==> config.mk <==
export PLATFORM = sky130hd
export DESIGN_NAME = regfile_sequencer
export DESIGN_NICKNAME = d
export VERILOG_FILES = /design/src/rtl/regfile_sequencer.sv
export SDC_FILE = /design/constraint.sdc
export NUM_CORES = 1
export LEC_CHECK = 0
export BUFFER_PORTS_ARGS = -buffer_cell sky130_fd_sc_hd__buf_4
export CAP_MARGIN = 20
export CORE_ASPECT_RATIO = 1.2
export CORE_MARGIN = 4
export CORE_UTILIZATION = 40
export DETAILED_ROUTE_END_ITERATION = 8
export PLACE_DENSITY = 0.68
export SLEW_MARGIN = 5
export SYNTH_ARGS = -nofsm -noshare
export SYNTH_HDL_FRONTEND = slang
export SYNTH_SLANG_ARGS = --single-unit
==> constraint.sdc <==
create_clock -name clk -period 2.9 [get_ports clk]
set_input_delay 0.435 -clock clk [delete_from_list [all_inputs] [get_ports clk]]
set_output_delay 0.435 -clock clk [all_outputs]
set_load 0.02 [all_outputs]
==> src/rtl/regfile_sequencer.sv <==
// Command sequencer for the 2-read/1-masked-write register file.
// Hides the file's registered read latency behind a valid/ready response.
module regfile_sequencer #(
    parameter int N = 32,
    parameter int M = 2
) (
    input  logic         clk,
    input  logic         rst,
    input  logic         cmd_valid,
    output logic         cmd_ready,
    input  logic [1:0]   cmd_op,
    input  logic [M-1:0] cmd_a,
    input  logic [M-1:0] cmd_b,
    input  logic [N-1:0] cmd_data,
    input  logic [N-1:0] cmd_mask,
    output logic         rsp_valid,
    input  logic         rsp_ready,
    output logic [1:0]   rsp_op,
    output logic [N-1:0] rsp_data1,
    output logic [N-1:0] rsp_data2,
    output logic         rsp_carry,
    output logic [M-1:0] rf_r1,
    output logic [M-1:0] rf_r2,
    output logic [M-1:0] rf_w1,
    output logic [N-1:0] rf_mask,
    output logic [N-1:0] rf_w,
    input  logic [N-1:0] rf_v1,
    input  logic [N-1:0] rf_v2
);

    localparam logic [1:0] OP_NOP   = 2'b00;
    localparam logic [1:0] OP_READ  = 2'b01;
    localparam logic [1:0] OP_WRITE = 2'b10;
    localparam logic [1:0] OP_INCR  = 2'b11;

    typedef enum logic [2:0] {
        IDLE,
        RD1,
        RD2,
        WB,
        RESP
    } state_t;

    state_t       state_q, state_d;
    logic         cmd_ready_q, cmd_ready_d;
    logic [1:0]   op_q, op_d;
    logic [N-1:0] data_q, data_d;
    logic         rsp_valid_q, rsp_valid_d;
    logic [1:0]   rsp_op_q, rsp_op_d;
    logic [N-1:0] rsp_data1_q, rsp_data1_d;
    logic [N-1:0] rsp_data2_q, rsp_data2_d;
    logic         rsp_carry_q, rsp_carry_d;
    logic [M-1:0] rf_r1_q, rf_r1_d;
    logic [M-1:0] rf_r2_q, rf_r2_d;
    logic [M-1:0] rf_w1_q, rf_w1_d;
    logic [N-1:0] rf_mask_q, rf_mask_d;
    logic [N-1:0] rf_w_q, rf_w_d;
    logic [N:0]   sum;

    assign sum = {1'b0, rf_v1} + {1'b0, data_q};

    always_comb begin
        state_d     = state_q;
        op_d        = op_q;
        data_d      = data_q;
        rsp_valid_d = rsp_valid_q;
        rsp_op_d    = rsp_op_q;
        rsp_data1_d = rsp_data1_q;
        rsp_data2_d = rsp_data2_q;
        rsp_carry_d = rsp_carry_q;
        rf_r1_d     = rf_r1_q;
        rf_r2_d     = rf_r2_q;
        rf_w1_d     = rf_w1_q;
        rf_w_d      = rf_w_q;
        // the file writes every cycle, so the mask must drop back to zero
        rf_mask_d   = '0;

        case (state_q)
            IDLE: begin
                if (cmd_valid) begin
                    op_d   = cmd_op;
                    data_d = cmd_data;
                    case (cmd_op)
                        OP_READ: begin
                            rf_r1_d = cmd_a;
                            rf_r2_d = cmd_b;
                            state_d = RD1;
                        end
                        OP_WRITE: begin
                            rf_w1_d   = cmd_a;
                            rf_w_d    = cmd_data;
                            rf_mask_d = cmd_mask;
                            state_d   = WB;
                        end
                        OP_INCR: begin
                            rf_r1_d = cmd_a;
                            state_d = RD1;
                        end
                        default: ;
                    endcase
                end
            end
            RD1: state_d = RD2;
            RD2: begin
                rsp_op_d    = op_q;
                rsp_data1_d = rf_v1;
                if (op_q == OP_READ) begin
                    rsp_data2_d = rf_v2;
                    rsp_carry_d = 1'b0;
                    rsp_valid_d = 1'b1;
                    state_d     = RESP;
                end else begin
                    rsp_data2_d = sum[N-1:0];
                    rsp_carry_d = sum[N];
                    rf_w1_d     = rf_r1_q;
                    rf_w_d      = sum[N-1:0];
                    rf_mask_d   = '1;
                    state_d     = WB;
                end
            end
            WB: begin
                rsp_op_d    = op_q;
                rsp_valid_d = 1'b1;
                if (op_q == OP_WRITE) begin
                    rsp_data1_d = '0;
                    rsp_data2_d = '0;
                    rsp_carry_d = 1'b0;
                end
                state_d = RESP;
            end
            RESP: begin
                if (rsp_ready) begin
                    rsp_valid_d = 1'b0;
                    state_d     = IDLE;
                end
            end
            default: state_d = IDLE;
        endcase

        cmd_ready_d = (state_d == IDLE);
    end

    always_ff @(posedge clk) begin
        if (rst) begin
            state_q     <= IDLE;
            cmd_ready_q <= 1'b1;
            op_q        <= OP_NOP;
            data_q      <= '0;
            rsp_valid_q <= 1'b0;
            rsp_op_q    <= '0;
            rsp_data1_q <= '0;
            rsp_data2_q <= '0;
            rsp_carry_q <= 1'b0;
            rf_r1_q     <= '0;
            rf_r2_q     <= '0;
            rf_w1_q     <= '0;
            rf_mask_q   <= '0;
            rf_w_q      <= '0;
        end else begin
            state_q     <= state_d;
            cmd_ready_q <= cmd_ready_d;
            op_q        <= op_d;
            data_q      <= data_d;
            rsp_valid_q <= rsp_valid_d;
            rsp_op_q    <= rsp_op_d;
            rsp_data1_q <= rsp_data1_d;
            rsp_data2_q <= rsp_data2_d;
            rsp_carry_q <= rsp_carry_d;
            rf_r1_q     <= rf_r1_d;
            rf_r2_q     <= rf_r2_d;
            rf_w1_q     <= rf_w1_d;
            rf_mask_q   <= rf_mask_d;
            rf_w_q      <= rf_w_d;
        end
    end

    assign cmd_ready = cmd_ready_q;
    assign rsp_valid = rsp_valid_q;
    assign rsp_op    = rsp_op_q;
    assign rsp_data1 = rsp_data1_q;
    assign rsp_data2 = rsp_data2_q;
    assign rsp_carry = rsp_carry_q;
    assign rf_r1     = rf_r1_q;
    assign rf_r2     = rf_r2_q;
    assign rf_w1     = rf_w1_q;
    assign rf_mask   = rf_mask_q;
    assign rf_w      = rf_w_q;

endmodule

==> results.cfg <==
[placed_design]
dpl.cell_count = 1519
place_ws_ns = -0.0331
gp_congestion = 0.936
io_buffers = 276
dpl.hpwl_microns = 21800

[synthesis]
synthTopCellsByArea = dfxtp_1, a21oi_1, nand2_1
synth_area_per_cell_sq_um = 8.29
ys_seq_area_share_pct = 41.7
synth_fp_nets = 1189
yosys.area.top_type = dfxtp_1
async_flop_share_pct = 0
syn_inst = 1018
synthFlopType = dfxtp_1
ys_ff_latch = 176
post_synth_instance_area_sq_mm = 0.00844
ys.warnings.count = 0
ys_types = 73
yosys.area.top_type_share_pct = 41.7
synth-edff-count = 0

[critical_path]
cp_top_family = compound AO/OA/AOI/OAI gates
r2r_cells = 10
cp_max_fo = 4
cpMaxStageDelayCell = fa_1
cp_data_arrival_time_ns = 3.08
required_ns = 3.22
setup.worst_path.start_class = register
cp.depth = 10
cp_slowest_stage_delay_ns = 0.46
rrSetupSlack_ns = 0.14
cp-end-kind = register
cp_cell_sequence = ha_1 -> fa_1 -> a211oi_2 -> nor4b_4 -> o2111ai_2 -> buf_4 -> nand3_1 -> a31oi_1 -> xor2_1 -> a221oi_1
worstSetupPathType = register to register
path_buf_inv = 1

[sta]
hold_viol = 0
fin_hold_ws_ns = 0.221
clock_skew_ns = 0.0106
slew_viol_final = 0
tns_ns = 0
slew_headroom_pct = 42.6
setup_ws_ns = 0.142
tightest_slew_ns = 0.862
period_needed_ns = 2.76
setup_violations = 0
fmax_mhz = 363
grt_setup_unrepaired = false
period_share_pct = 95.1

[finish]
fin_cells = 1553
final_common_cell = buf_4
area_growth_pct = 35.2
nets = 1445
final_cell_mix = buf_4, dfxtp_1, nand2_1
drive_gt1_share_pct = 29.1

[detailed_routing]
wl_per_cell_microns = 19.1
vias = 8694
drt-initial-drc-count = 628
via_per_inst = 5.60
first_pass_iters = 7
postRouteAntennaNets = 0
route.detailed.drc = 0
wirelength_microns = 29600

[floorplan]
die_y_microns = 167
die_x_microns = 141
rows = 57
io_pins = 277
die_area_sq_mm = 0.0235
initial_core_util_pct = 41.1
coreArea_sq_mm = 0.0205

[global_routing]
overflow = 0
grt_max_degree = 79
grt_pass1_vias = 8463
grt.busiest_layer = met2
grt_use_met2_pct = 40.0
grt_antenna_before_repair = 1
grtUsageMet1_pct = 31.3
grt_usage_pct = 24.3
grt_pass1_wl_microns = 46100
grt.met3_usage_pct = 6.25

[clock_tree]
cts_buffers = 17
clockRootBuffer = clkbuf_16
hold_buffers = 0
cts_buffer_depth = 2
clk_pin_slew_ns = 0.08
post_cts_buffers = 0
cts.sink_count = 176
clk_latency_ns = 0.44
cts_tree = done
cts_resized = 0
htree_levels = 4

[min_path]
min_path_type = primary input to register
hold_depth = 3

[run]
cap_violations = 0

[status]
status = completed

[power]
finalPower_mw = 7.51
powerDensity_mw_per_mm2 = 658
max-vdd-ir-drop_mv = 0.439
p_leak_nw = 4.90
-- flip-flops by register name (all words and copies together), names as in the netlist --
register / count
op_q: 2
rf_r2: 2
rsp_data2: 32
rsp_op: 2
rf_w1: 2
state_q: 3
rsp_valid: 1
data_q: 32
rf_w: 32
rf_mask: 32
cmd_ready: 1
rf_r1: 2
rsp_data1: 32
rsp_carry: 1
-- cells by family (layout without fill, tap and decap cells) --
logic type	after synthesis	after routing	share of synthesized area [%]
XOR/XNOR	27	27	2.80
other	0	1	0
buffers and inverters	87	356	4.25
AO/OA/AOI/OAI	337	337	27.0
flip-flops	176	176	41.7
multiplexers	6	6	0.711
adder cells (fa/ha/maj)	33	33	4.98
AND/OR/NAND/NOR	352	352	18.5
-- worst paths after layout --
check                         startpoint                     to
hold / removal               cmd_mask[5]  rf_mask[5]$_SDFF_PP0_
hold reg to reg     rf_w[2]$_SDFFE_PP0P_   rf_w[2]$_SDFFE_PP0P_
setup reg to reg  data_q[0]$_SDFFE_PP0P_  rf_w[24]$_SDFFE_PP0P_
setup / recovery  data_q[0]$_SDFFE_PP0P_  rf_w[24]$_SDFFE_PP0P_
-- area by class of cell --
| class | count | area, sq um |
|---|---|---|
| sequential | 176 | 3520 |
| fill | 2020 | 9130 |
| antenna | 1 | 2.50 |
| multi-input combinational | 755 | 4580 |
| clock buffer | 17 | 425 |
| tap | 265 | 332 |
| timing repair buffer | 316 | 2390 |
| clock inverter | 15 | 134 |
| inverter | 8 | 30.0 |
-- power breakdown --
| part | internal [mW] | leakage, nW | switching, mW |
|---|---|---|---|
| logic | 0.957 | 3.19 | 1.46 |
| clock network | 1.14 | 0.281 | 1.11 |
| registers | 2.69 | 1.44 | 0.151 |
-- cell usage after synthesis (9+ instances only) --
cell type and number:
o21ai_0 38, a222oi_1 9, o22ai_1 15, xnor2_1 15, a22oi_1 51, xor2_1 12, a211oi_1 15, clkbuf_1 52
nand2_1 139, nor2_1 126, nor3_1 15, a21o_1 11, a311oi_1 11, ha_1 32, a21oi_1 117, nand3_1 19
dfxtp_1 176, buf_2 16, and3_1 10
-- stage by stage --
stage	cell area, sq um	utilization (%)
2_1_floorplan	8440	-
3_3_place_gp	10800	52.8
3_5_place_dp	10800	52.8
4_1_cts	11400	55.5
5_1_grt	11400	55.6
6_report	11400	55.6
-- worst min-delay path: cells and delay by family --
kind	cells	cell delay, ns
and+or+nand+nor	1	0.07
buffers and inverters	1	0.08
AOI/OAI and AO/OA	1	0.05
-- per-layer routing --
metal / wire, microns / share of wire [%] / vias to the layer above
met3: 2370 / 8.0 / 37
met1: 12700 / 43 / 4111
met2: 14100 / 48 / 329
met4: 539 / 1.8 / 0
li1: - / - / 4217
met5: 0 / 0 / -
(Power assumes the default switching activity.)
